[src/rtl/rv_ctrl_pkg.sv]
// Shared encodings for the multicycle RV32I control path: FSM states, opcodes,
// datapath mux selects and the branch-condition helper.
package rv_ctrl_pkg;

    typedef enum logic [4:0] {
        StIdle,
        StFetch,
        StDecode,
        StMemAdr,
        StMemRead,
        StMemWb,
        StMemWrite,
        StExecR,
        StExecI,
        StAluWb,
        StBranch,
        StJal,
        StJalr,
        StJalrLink,
        StLui,
        StAuipc,
        StTrap
    } ctrl_state_e;

    localparam logic [6:0] OpLoad   = 7'b0000011;
    localparam logic [6:0] OpStore  = 7'b0100011;
    localparam logic [6:0] OpReg    = 7'b0110011;
    localparam logic [6:0] OpImm    = 7'b0010011;
    localparam logic [6:0] OpBranch = 7'b1100011;
    localparam logic [6:0] OpJal    = 7'b1101111;
    localparam logic [6:0] OpJalr   = 7'b1100111;
    localparam logic [6:0] OpLui    = 7'b0110111;
    localparam logic [6:0] OpAuipc  = 7'b0010111;
    localparam logic [6:0] OpFence  = 7'b0001111;

    localparam logic [1:0] AluOpAdd    = 2'b00;
    localparam logic [1:0] AluOpBranch = 2'b01;
    localparam logic [1:0] AluOpFunct  = 2'b10;

    localparam logic [1:0] SrcAPc    = 2'b00;
    localparam logic [1:0] SrcAOldPc = 2'b01;
    localparam logic [1:0] SrcARs1   = 2'b10;
    localparam logic [1:0] SrcAZero  = 2'b11;

    localparam logic [1:0] SrcBRs2  = 2'b00;
    localparam logic [1:0] SrcBImm  = 2'b01;
    localparam logic [1:0] SrcBFour = 2'b10;

    localparam logic [1:0] ResAluOut = 2'b00;
    localparam logic [1:0] ResData   = 2'b01;
    localparam logic [1:0] ResAlu    = 2'b10;

    localparam logic [2:0] ImmI = 3'b000;
    localparam logic [2:0] ImmS = 3'b001;
    localparam logic [2:0] ImmB = 3'b010;
    localparam logic [2:0] ImmU = 3'b011;
    localparam logic [2:0] ImmJ = 3'b100;

    // ALU computes rs1-rs2 (zero) or the SLT/SLTU outcome (alu_lsb) per funct3.
    function automatic logic branch_taken(logic [2:0] funct3, logic zero, logic alu_lsb);
        logic taken;
        case (funct3)
            3'b000:         taken = zero;
            3'b001:         taken = !zero;
            3'b100, 3'b110: taken = alu_lsb;
            3'b101, 3'b111: taken = !alu_lsb;
            default:        taken = 1'b0;
        endcase
        return taken;
    endfunction

    function automatic logic branch_f3_legal(logic [2:0] funct3);
        return funct3[2:1] != 2'b01;
    endfunction

    function automatic logic [2:0] imm_sel(logic [6:0] opcode);
        logic [2:0] sel;
        case (opcode)
            OpStore:        sel = ImmS;
            OpBranch:       sel = ImmB;
            OpLui, OpAuipc: sel = ImmU;
            OpJal:          sel = ImmJ;
            default:        sel = ImmI;
        endcase
        return sel;
    endfunction

endpackage

[src/rtl/rv_multicycle_ctrl.sv]
// Main control FSM of the multicycle RV32I core: sequences fetch, decode,
// execute, memory and writeback over the shared datapath.
module rv_multicycle_ctrl
    import rv_ctrl_pkg::*;
#(
    parameter bit TRAP_ON_ILLEGAL = 1'b1
) (
    input  logic       clk,
    input  logic       rst,
    input  logic [6:0] opcode,
    input  logic [2:0] funct3,
    input  logic       zero,
    input  logic       alu_lsb,
    input  logic       mem_ready,
    output logic       mem_req,
    output logic       mem_we,
    output logic       adr_src,
    output logic       ir_write,
    output logic       pc_write,
    output logic       reg_write,
    output logic [1:0] alu_src_a,
    output logic [1:0] alu_src_b,
    output logic [1:0] result_src,
    output logic [2:0] imm_src,
    output logic [1:0] alu_op,
    output logic       retire,
    output logic       illegal
);

    ctrl_state_e state_q, state_d;
    ctrl_state_e dispatch_state;
    logic        dispatch_bad;

    always_ff @(posedge clk or posedge rst) begin
        if (rst) begin
            state_q <= StIdle;
        end else begin
            state_q <= state_d;
        end
    end

    always_comb begin
        dispatch_state = StFetch;
        dispatch_bad   = 1'b0;
        case (opcode)
            OpLoad, OpStore: dispatch_state = StMemAdr;
            OpReg:           dispatch_state = StExecR;
            OpImm:           dispatch_state = StExecI;
            OpBranch: begin
                dispatch_state = StBranch;
                dispatch_bad   = !branch_f3_legal(funct3);
            end
            OpJal:           dispatch_state = StJal;
            OpJalr:          dispatch_state = StJalr;
            OpLui:           dispatch_state = StLui;
            OpAuipc:         dispatch_state = StAuipc;
            OpFence:         dispatch_state = StFetch;
            default:         dispatch_bad   = 1'b1;
        endcase
    end

    assign imm_src = imm_sel(opcode);

    always_comb begin
        state_d    = state_q;
        mem_req    = 1'b0;
        mem_we     = 1'b0;
        adr_src    = 1'b0;
        ir_write   = 1'b0;
        pc_write   = 1'b0;
        reg_write  = 1'b0;
        alu_src_a  = SrcAPc;
        alu_src_b  = SrcBRs2;
        result_src = ResAluOut;
        alu_op     = AluOpAdd;
        retire     = 1'b0;
        illegal    = 1'b0;

        unique case (state_q)
            StIdle: state_d = StFetch;
            StFetch: begin
                mem_req    = 1'b1;
                alu_src_b  = SrcBFour;
                result_src = ResAlu;
                if (mem_ready) begin
                    ir_write = 1'b1;
                    pc_write = 1'b1;
                    state_d  = StDecode;
                end
            end
            StDecode: begin
                // Precompute the branch/JAL target into alu_out.
                alu_src_a = SrcAOldPc;
                alu_src_b = SrcBImm;
                if (dispatch_bad) begin
                    if (TRAP_ON_ILLEGAL) begin
                        state_d = StTrap;
                    end else begin
                        retire  = 1'b1;
                        state_d = StFetch;
                    end
                end else begin
                    retire  = (dispatch_state == StFetch);
                    state_d = dispatch_state;
                end
            end
            StMemAdr: begin
                alu_src_a = SrcARs1;
                alu_src_b = SrcBImm;
                state_d   = (opcode == OpStore) ? StMemWrite : StMemRead;
            end
            StMemRead: begin
                mem_req = 1'b1;
                adr_src = 1'b1;
                if (mem_ready) state_d = StMemWb;
            end
            StMemWb: begin
                result_src = ResData;
                reg_write  = 1'b1;
                retire     = 1'b1;
                state_d    = StFetch;
            end
            StMemWrite: begin
                mem_req = 1'b1;
                mem_we  = 1'b1;
                adr_src = 1'b1;
                if (mem_ready) begin
                    retire  = 1'b1;
                    state_d = StFetch;
                end
            end
            StExecR: begin
                alu_src_a = SrcARs1;
                alu_op    = AluOpFunct;
                state_d   = StAluWb;
            end
            StExecI: begin
                alu_src_a = SrcARs1;
                alu_src_b = SrcBImm;
                alu_op    = AluOpFunct;
                state_d   = StAluWb;
            end
            StAluWb: begin
                reg_write = 1'b1;
                retire    = 1'b1;
                state_d   = StFetch;
            end
            StBranch: begin
                alu_src_a = SrcARs1;
                alu_op    = AluOpBranch;
                pc_write  = branch_taken(funct3, zero, alu_lsb);
                retire    = 1'b1;
                state_d   = StFetch;
            end
            StJal: begin
                // PC takes the target from alu_out while the ALU forms old_pc+4.
                alu_src_a = SrcAOldPc;
                alu_src_b = SrcBFour;
                pc_write  = 1'b1;
                state_d   = StAluWb;
            end
            StJalr: begin
                alu_src_a  = SrcARs1;
                alu_src_b  = SrcBImm;
                result_src = ResAlu;
                pc_write   = 1'b1;
                state_d    = StJalrLink;
            end
            StJalrLink: begin
                alu_src_a = SrcAOldPc;
                alu_src_b = SrcBFour;
                state_d   = StAluWb;
            end
            StLui: begin
                alu_src_a = SrcAZero;
                alu_src_b = SrcBImm;
                state_d   = StAluWb;
            end
            StAuipc: begin
                alu_src_a = SrcAOldPc;
                alu_src_b = SrcBImm;
                state_d   = StAluWb;
            end
            StTrap: illegal = 1'b1;
            default: state_d = StIdle;
        endcase
    end

endmodule

[config.mk]
export PLATFORM = sky130hd
export DESIGN_NAME = rv_multicycle_ctrl
export DESIGN_NICKNAME = d
export VERILOG_FILES = /design/src/rtl/rv_ctrl_pkg.sv /design/src/rtl/rv_multicycle_ctrl.sv
export SDC_FILE = /design/constraint.sdc
export NUM_CORES = 1
export LEC_CHECK = 0
export ABC_AREA = 1
export ABC_CLOCK_PERIOD_IN_PS = 1300
export BUFFER_PORTS_ARGS = -buffer_cell sky130_fd_sc_hd__buf_2
export CAP_MARGIN = 10
export CORE_MARGIN = 2
export CORE_UTILIZATION = 30
export CTS_CLUSTER_DIAMETER = 50
export DETAILED_ROUTE_END_ITERATION = 6
export GPL_ROUTABILITY_DRIVEN = 1
export PLACE_DENSITY = 0.61
export SLEW_MARGIN = 40
export SYNTH_ARGS = -nofsm -noshare
export SYNTH_HDL_FRONTEND = slang
export SYNTH_SLANG_ARGS = --single-unit
export TNS_END_PERCENT = 5
[constraint.sdc]
create_clock -name clk -period 1.3 [get_ports clk]
set_input_delay 0.195 -clock clk [delete_from_list [all_inputs] [get_ports clk]]
set_output_delay 0.195 -clock clk [all_outputs]
set_load 0.03 [all_outputs]
### After elaboration in Yosys (flattened, before gate mapping)

Index checks and enable logic that the tools add are counted.

| storage, ports and cells | value |
|---|---|
| register bits | 5 |
| word-level logic and storage cells | 86 |
| output and inout port bits | 19 |
| input bits | 15 |

| cells by class | value |
|---|---|
| multiplexer cells | 24 |
| bitwise logic cells | 1 |
| reduce and logical (&&, ||, !) cells | 24 |
| eq/ne operators | 36 |

Operators by type and width:

| kind | number |
|---|---|
| one-hot mux 5 bit (9 select lines) | 1 |
| == test 5 x 4 -> 1 bit, second input constant | 8 |
| one-hot mux 4 bit (8 select lines) | 1 |
| == test 7 x 6 -> 1 bit, second input constant | 3 |
| == test 7 bit, second input constant | 3 |
| == test 5 x 3 -> 1 bit, second input constant | 4 |
| 2-to-1 mux 5 bit | 4 |
| OR reduction 2 bit | 9 |
| == test 7 x 5 -> 1 bit, second input constant | 2 |
| == test 3 bit, second input constant | 4 |
| one-hot mux 2 bit (2 select lines) | 3 |
| one-hot mux 3 bit (4 select lines) | 1 |
| OR reduction 6 bit | 2 |
| == test 5 x 1 -> 1 bit, second input constant | 2 |
| == test 5 x 2 -> 1 bit, second input constant | 2 |
| OR reduction 3 bit | 3 |
| OR reduction 9 bit | 1 |
| 2-to-1 mux 1 bit | 8 |
| OR reduction 4 bit | 2 |
| == test 7 x 2 -> 1 bit, second input constant | 1 |
| == test 7 x 4 -> 1 bit, second input constant | 1 |
| inequality test 2 bit, second input constant | 3 |
| one-hot mux 1 bit (3 select lines) | 2 |
| one-hot mux 2 bit (3 select lines) | 1 |
| 12 further kinds | 14 |

### Longest topological paths before layout

Gate-level depths: netlist of run 1.

| depth | value |
|---|---|
| word-level depth | 6 |
| gate-level depth with buffers | 11 |

### Worst setup path before layout of run 1

Ideal clock, no wire load.

| path | value |
|---|---|
| path kind | reg2out |
| start | reg state_q[3] |
| end | out retire |
| arrival time | 1801 ps |
| stages on the path, launching flop included | 6 |
| path slack | -696 ps |
| buffers on the path | 0 |
| required time | 1105 ps |
| cells stage by stage | dfrtp_1 > nor2_2 > nand2_1 > nor2_1 > nand2_1 > o221ai_1 |

| between the ends | value |
|---|---|
| longest elaborated chain between the ends | 3 |

Ends and longest elaborated chain:

| element | RTL line | RTL |
|---|---|---|
| start, declared | rv_multicycle_ctrl.sv:30 | `ctrl_state_e state_q, state_d;` |
| start signal, assigned | rv_multicycle_ctrl.sv:36 | `state_q <= StIdle;` |
| start signal, assigned | rv_multicycle_ctrl.sv:38 | `state_q <= state_d;` |
| == test 5 x 4 -> 1 bit / == test 5 x 3 -> 1 bit (equally long branches) | rv_multicycle_ctrl.sv:79 | `unique case (state_q)` |
| OR reduction 3 bit (no line) | n/a |  |
| one-hot mux 1 bit (3 select lines) * | rv_multicycle_ctrl.sv:79 |  |
| end, declared | rv_multicycle_ctrl.sv:26 | `output logic retire,` |

Mark *: on every way between the ends. The rest lies on a longest branch, timed or not.

### Worst setup path after layout of run 1

| path | value |
|---|---|
| start | reg state_q[1] |
| end | out alu_src_a[1] |

| between the ends | value |
|---|---|
| longest elaborated chain between the ends | 3 |

Ends and longest elaborated chain:

| element | RTL line | RTL |
|---|---|---|
| == test 5 x 4 -> 1 bit, or another cell as far along | rv_multicycle_ctrl.sv:79 |  |
| OR reduction 5 bit (no line) / OR reduction 4 bit (equally long branches) | n/a |  |
| one-hot mux 2 bit (3 select lines) * | rv_multicycle_ctrl.sv:79 |  |
| end, declared | rv_multicycle_ctrl.sv:21 | `output logic [1:0] alu_src_a,` |

Marked as above.

==> flow_summary.rst, run 1 <==
.. list-table::
   :header-rows: 1

   * - Metric
     - Value
   * - Result of the run
     - complete, but fails checks
   * - Violated checks
     - setup timing
   * - H-tree depth
     - 1
   * - Minimum setup slack in the final design
     - -0.372 ns
   * - CP Capture Point
     - alu_src_a[1]
   * - Global-route total usage across every layer
     - 17.1%
   * - Post-detailed-placement half-perimeter wirelength
     - 2210 um
   * - Worst slack, placed
     - -0.235 ns
   * - Largest stage delay on the critical path
     - 0.44 ns
   * - Total nets after synthesis
     - 157
   * - Number of DRC markers after the initial detailed-route iteration
     - 15
   * - Cell-internal power
     - 1.25 mW
   * - End of the worst register-to-register path
     - state_q[1]
   * - Clock tree sinks
     - 5
   * - Core Area
     - 0.00248 sq mm
   * - DR WL/cell
     - 10.8 um
   * - Via count of the first global-routing pass
     - 1,048
   * - Reg2Reg Depth
     - 9
   * - Setup repair after global routing missed its margin
     - true
   * - Number of buffers added by the clock tree synthesis step
     - 3
   * - Slowest stage cell, crit path
     - dfrtp_2
   * - DRC viols
     - 0
   * - Number of buffers added on ports
     - 33
   * - Data required time of the worst path
     - 1.11 ns
   * - Count of distinct cell types in the synthesized netlist
     - 26
   * - Family with the most delay on the worst path
     - flip-flops
   * - Total power consumption of the routed design
     - 2.54 mW
   * - Share of async-settable or async-resettable flops after synthesis
     - 100%
   * - Cell-by-cell listing of the critical path
     - inv_2 > nand2_4 > nor2_4 > inv_2 > nor2_4 > nor2_2 > o211ai_1 > buf_4
   * - Root buf cell
     - clkbuf_4
   * - Time the worst path needs with I/O delays and setup
     - 1.67 ns
   * - Final weighted congestion in routability-driven placement
     - 0.881
   * - Diode count
     - 0
   * - Mean cell area of the mapped netlist
     - 5.57 sq um
   * - Synthesized area
     - 791 sq um
   * - Clock Power Share
     - 7.0%
   * - Proportion of netlist area held by the largest area contributor
     - 20.9%
   * - CP endpoint kind
     - output pin
   * - Initial Util
     - 31.9%
   * - Worst hold slack across all endpoints
     - 0.386 ns
   * - Core utilization of the finished layout
     - 61.5%
   * - Area growth from synthesis to layout
     - 92.7%
   * - Remaining Overflow, GRT
     - 0
   * - Highest clock rate
     - 0.598 GHz
   * - MaxCap Viol Count
     - 0
   * - YS warnings
     - 0
   * - Switching part of the total
     - 50.7%
   * - Number of standard-cell rows in the floorplan
     - 18
   * - Most instantiated flip-flop cell in the synthesis netlist
     - dfrtp_1
   * - Final hold vios
     - 0
   * - Synthesized netlist cell count
     - 142
   * - Worst hold path type
     - input pin to async pin
   * - Detailed-route via count
     - 1,131
   * - Most common cell after layout, fill and taps aside
     - nand2_1
   * - Flip-flop count of the largest register, all copies and words added
     - 5
   * - Number of nets at the end of the flow
     - 228
   * - Start point of the critical path
     - state_q[1]
   * - Horizontal die dimension
     - 55.3 um
   * - Routed WL
     - 2620 um
   * - Post-detailed-route via-to-cell ratio
     - 4.67
   * - Share of the yosys chip area belonging to registers
     - 15.8%
   * - Maximum buffer depth of the clock tree
     - 2
   * - Pin count of the biggest net entering global routing
     - 6
   * - Registers with the most flip-flops
     - state_q x5
   * - Reg-to-reg slack, setup
     - -0.13 ns
   * - Area of the die
     - 0.00306 sq mm
   * - Slew of the pin with the lowest slew margin
     - 0.228 ns
   * - Layout Skew
     - 0.00127 ns
   * - Setup violation total in the final timing report
     - 21
   * - Fraction of power consumed by sequential logic
     - 11.3%
   * - Register containing the most flip-flops in the final layout
     - state_q
   * - Type of the worst setup path
     - flip-flop to output pin
   * - Part of the power in combinational logic
     - 81.7%
   * - Antenna violations before repair
     - 0
   * - Tcrit/Tclk final
     - 129%
   * - Wire length of the first global-routing pass
     - 4370 um
   * - TritonRoute pass-1 iters
     - 4
   * - Stages on worst setup path
     - 8
   * - Number of register bits inferred by synthesis
     - 5
   * - Peak fanout along the critical path
     - 4
   * - Library cell with the largest summed area after synthesis
     - nand2_1
   * - Clock-pin slew on the worst setup and hold paths
     - 0.04 ns
   * - Number of flops mapped to enable cells by yosys
     - 0
   * - Later-pin clock latency in the skew report
     - 0.24 ns
   * - Number of antenna-violating nets in the routed design
     - 0
   * - Total power per unit cell area
     - 1670 mW/mm^2
   * - Arrival time at the worst endpoint
     - 1.48 ns
   * - Psw
     - 1.29 mW
   * - Vertical die dimension
     - 55.3 um
   * - Crit path buf inv count
     - 3
   * - Peak supply drop
     - 1.07 mV
   * - Max-slew violation count
     - 0
   * - Leak
     - 0.842 nW
   * - Clock tree from TritonCTS
     - yes
   * - Layout cells sized above 1
     - 61.3%
   * - I/O pin count
     - 34
   * - Worst max-slew margin expressed relative to the limit
     - 84.7%
   * - Startpoint types
     - flip-flop
   * - Top post-synthesis cells by area
     - nand2_1 21%, dfrtp_1 16%, inv_1 8.1%
   * - Top library cells by usage in the layout, fill and taps aside
     - 38 x nand2_1, 36 x buf_4, 17 x inv_2
   * - Worst reg2reg startpoint
     - state_q[4]
## cells in the mapped netlist, types with 2 or more instances
cell and number:
inv_1 17, nand3_1 9, dfrtp_1 5, nor2_2 6, nor3_1 2, o21ai_0 3
nand2_2 4, a21oi_1 2, nand4_1 2, nand3_2 3, nor2_1 17, inv_2 13
nand2_1 44, o21ai_2 3
## tightest hold or removal path: stages
cell and delay, ns:
dlygate4sd3_1 0.53, buf_2 0.11, inv_1 0.14
## worst min path at each step
stage / start / end / slack, ns / depth (start not counted)
3_5_place_dp: rst / state_q[3] / 0.1 / 2
4_1_cts: rst / state_q[2] / 0.39 / 3
2_1_floorplan: rst / state_q[2] / -0.03 / 1
5_1_grt: rst / state_q[2] / 0.41 / 3
3_3_place_gp: rst / state_q[2] / 0.09 / 2
6_report: rst / state_q[2] / 0.39 / 3
## kinds of logic after synthesis
family / Yosys count / share of synthesized area, %
DFF: 5 / 15.8
xor gates and xnor gates: 1 / 1.11
buffers and inverters: 30 / 14.2
AOI/OAI and AO/OA: 13 / 11.9
and+or+nand+nor: 93 / 57.0
## metal layers
layer / up-vias / track usage (%) / share of wire (%)
met5: - / 0 / 0
met4: 0 / 5.23 / 0
met3: 0 / 1.17 / 2.0
met2: 21 / 32.0 / 56
met1: 524 / 20.7 / 42
li1: 586 / - / -
## per-stage QoR
step	area [sq um]	TNS [ns]	cells
3_3_place_gp	1290	-2.02	233
2_1_floorplan	873	-1.50	142
6_report	1520	-4.98	242
4_1_cts	1470	-5.43	242
5_1_grt	1520	-6.63	242
3_5_place_dp	1290	-2.29	233
## layout make-up
type                       count  area [sq um]
tap                           30          37.5
multi-input combinational    107           699
inverter                      30           118
clock buffer                   4          26.3
sequential                     5           130
timing repair buffer          66           513
fill                         229           953
## power by group through the flow
| stage | clock network (mW) | registers, mW | logic, mW |
|---|---|---|---|
| finish | 0.177 | 0.287 | 2.08 |
| global route | 0.200 | 0.293 | 2.22 |
| CTS | 0.186 | 0.286 | 2.00 |
| detailed placement | 0 | 0.282 | 1.72 |
| global placement | 0 | 0.282 | 1.70 |
| floorplan | 0 | 0.304 | 1.03 |
## repair_timing
item                                   CTS  global route
endpoints found under the hold margin    5             0
buffers inserted                         4             0
hold buffers                             1             0
pin swaps                                8             8
resized for setup                       43            18
setup endpoints to repair               21            23
(Power assumes the default switching activity.)
==> run 2, diff against run 1 <==
- CAP_MARGIN: 10 -> default
- PLACE_DENSITY: 0.61 -> default
==> flow_summary.rst, run 2 (same netlist as run 1, synthesis figures left out) <==
.. list-table::
   :header-rows: 1

   * - Metric
     - Value
   * - Minimum setup slack in the final design
     - -0.401 ns (-0.0287 ns)
   * - Final hold vios
     - 0 (unchanged)
   * - Number of nets at the end of the flow
     - 223 (-2.2%)
   * - Violated checks
     - setup timing
   * - Clock Power Share
     - 7.6% (+0.6 points)
   * - Largest stage delay on the critical path
     - 0.45 ns (about the same)
   * - Data required time of the worst path
     - 1.11 ns (about the same)
   * - Area of the die
     - 0.00306 sq mm (unchanged)
   * - Layout cells sized above 1
     - 58.0% (-3.3 points)
   * - Diode count
     - 0 (unchanged)
   * - Slowest stage cell, crit path
     - dfrtp_2
   * - Placed instance area
     - 0.00128 sq mm (-0.58%)
   * - Antenna violations before repair
     - 0 (unchanged)
   * - Startpoint types
     - flip-flop
   * - Start point of the critical path
     - state_q[3]
   * - Cell-internal power
     - 1.19 mW (-5.0%)
   * - Cell repeated most along the worst path
     - nor2_4
   * - Detailed-route via count
     - 1,102 (-2.6%)
   * - Post-detailed-placement half-perimeter wirelength
     - 2250 um (+2.1%)
   * - # Post-CTS Setup Buffers
     - 0 (-4)
   * - I/O pin count
     - 34 (unchanged)
   * - Number of antenna-violating nets in the routed design
     - 0 (unchanged)
   * - Tcrit/Tclk final
     - 131% (+2.2 points)
   * - Part of the power in combinational logic
     - 80.7% (-1.0 points)
   * - Post-layout instance count excluding filler cells
     - 237 (-2.1%)
   * - Layout Skew
     - 0.00734 ns (+0.00607 ns)
   * - Via count of the first global-routing pass
     - 1,045 (-0.29%)
   * - Wire length of the first global-routing pass
     - 4610 um (+5.4%)
   * - Area growth from synthesis to layout
     - 85.0%
   * - Slew of the pin with the lowest slew margin
     - 0.242 ns (+0.0143 ns)
   * - DRC viols
     - 0 (unchanged)
   * - Psw
     - 1.28 mW (-0.75%)
   * - Cell-by-cell listing of the critical path
     - nor2_4 > nand2_2 > nor2_4 > nand2_4 > o221ai_4 > buf_6
   * - Total power consumption of the routed design
     - 2.47 mW (-2.8%)
   * - Time the worst path needs with I/O delays and setup
     - 1.70 ns (+0.0287 ns)
   * - Setup violation total in the final timing report
     - 21 (unchanged)
   * - Horizontal die dimension
     - 55.3 um (unchanged)
   * - Maximum buffer depth of the clock tree
     - 2 (unchanged)
   * - CP endpoint kind
     - output pin
   * - Worst hold path type
     - input pin to async pin
   * - Peak supply drop
     - 1.01 mV (-6.0%)
   * - Worst reg2reg startpoint
     - state_q[0]
   * - Number of filler cells placed in the layout
     - 245 (+7.0%)
   * - Worst max-slew margin expressed relative to the limit
     - 83.8% (-0.96 points)
   * - Root buf cell
     - clkbuf_4
   * - Number of DRC markers after the initial detailed-route iteration
     - 15 (unchanged)
   * - Post-detailed-route via-to-cell ratio
     - 4.65 (-0.51%)
   * - MaxCap Viol Count
     - 0 (unchanged)
   * - Routed WL
     - 2720 um (+3.9%)
   * - Clock-pin slew on the worst setup and hold paths
     - 0.05 ns (about the same)
   * - Most common cell after layout, fill and taps aside
     - nand2_1
   * - Later-pin clock latency in the skew report
     - 0.25 ns (about the same)
   * - Clock tree sinks
     - 5 (unchanged)
   * - Switching part of the total
     - 51.8% (+1.1 points)
   * - Leak
     - 0.818 nW (-2.8%)
   * - DR WL/cell
     - 11.5 um (+6.0%)
   * - Final weighted congestion in routability-driven placement
     - 0.876 (-0.54%)
   * - Number of standard-cell rows in the floorplan
     - 18 (unchanged)
   * - Reg2Reg Depth
     - 9 (unchanged)
   * - Clock tree from TritonCTS
     - yes
   * - Result of the run
     - complete, but fails checks
   * - Inst Count DP
     - 232 (-0.43%)
   * - End of the worst register-to-register path
     - state_q[0]
   * - Registers with the most flip-flops
     - state_q x5
   * - Initial Util
     - 31.9% (unchanged)
   * - Total power per unit cell area
     - 1690 mW/mm^2 (+1.2%)
   * - Max-slew violation count
     - 0 (unchanged)
   * - Type of the worst setup path
     - flip-flop to output pin
   * - Peak fanout along the critical path
     - 5 (+1)
   * - Number of buffers added by the clock tree synthesis step
     - 3 (unchanged)
   * - Global-route total usage across every layer
     - 18.5% (+1.3 points)
   * - Arrival time at the worst endpoint
     - 1.51 ns (+0.03 ns)
   * - Pin count of the biggest net entering global routing
     - 6 (unchanged)
   * - Number of buffers added on ports
     - 33 (unchanged)
   * - Highest clock rate
     - 0.588 GHz (-1.7%)
   * - Core utilization of the finished layout
     - 59.0% (-2.5 points)
   * - Remaining Overflow, GRT
     - 0 (unchanged)
   * - Reg-to-reg slack, setup
     - -0.10 ns (+0.03 ns)
   * - Flip-flop count of the largest register, all copies and words added
     - 5 (unchanged)
   * - TritonRoute pass-1 iters
     - 4 (unchanged)
   * - Non-Filler Cell Area, Final
     - 0.00146 sq mm (-4.0%)
   * - Vertical die dimension
     - 55.3 um (unchanged)
   * - Top library cells by usage in the layout, fill and taps aside
     - 39 x nand2_1, 31 x buf_4, 15 x inv_2, 15 x buf_2
   * - Fraction of power consumed by sequential logic
     - 11.8% (+0.5 points)
   * - H-tree depth
     - 1 (unchanged)
   * - Core Area
     - 0.00248 sq mm (unchanged)
   * - Setup repair after global routing missed its margin
     - true
   * - Register containing the most flip-flops in the final layout
     - state_q
-- run 2: metal layers --
layer / routed length (um) / track usage [%] / vias to the layer above
li1: - / - / 573
met5: 0 / 0 / -
met3: 91 / 2.58 / 4
met2: 1480 / 34.4 / 33
met4: 27 / 7.32 / 0
met1: 1120 / 20.8 / 492
-- run 2: worst max-delay path, delay by kind of cell, from the launching register on --
family                 cells  cell delay [ns]
AOI/OAI and AO/OA          1             0.19
buffers and inverters      1             0.16
and+or+nand+nor            4             0.45
DFF                        1             0.45
-- run 2: cell type report --
cell class	count	area [sq um]	area share (%)
clock buffer	4	26.3	1.80
sequential	5	130	8.90
timing repair buffer	61	472	32.2
multi-input combinational	107	679	46.5
inverter	30	118	8.04
tap	30	37.5	2.57
-- run 2: how the worst max path moves through the flow --
stage,slack [ns],to
2_1_floorplan,-0.21,alu_src_a[1]
3_3_place_gp,-0.24,retire
3_5_place_dp,-0.25,alu_src_a[1]
4_1_cts,-0.41,pc_write
5_1_grt,-0.49,alu_src_a[0]
6_report,-0.40,retire
-- run 2: power groups by stage --
stage	clock network, mW	registers, mW	logic [mW]
finish	0.187	0.291	1.99
global route	0.201	0.294	2.13
CTS	0.187	0.288	1.94
detailed placement	0	0.287	1.70
global placement	0	0.285	1.69
floorplan	0	0.304	1.03
-- run 2: metrics by stage --
stage / setup TNS [ns] / hold WS [ns] / worst slack (ns)
final: -5.00 / 0.394 / -0.401
after global routing: -6.56 / 0.423 / -0.491
after CTS: -5.13 / 0.385 / -0.405
after detailed placement: -2.28 / 0.0950 / -0.252
after global placement: -2.12 / 0.0946 / -0.239
after floorplan: -1.50 / -0.0267 / -0.205
-- run 2: repair_timing --
action,in CTS,in global routing
resized for setup,39,15
endpoints found under the hold margin,5,0
hold buffers,1,0
pin swaps,7,6
cloned,0,0
setup endpoints to repair,21,23
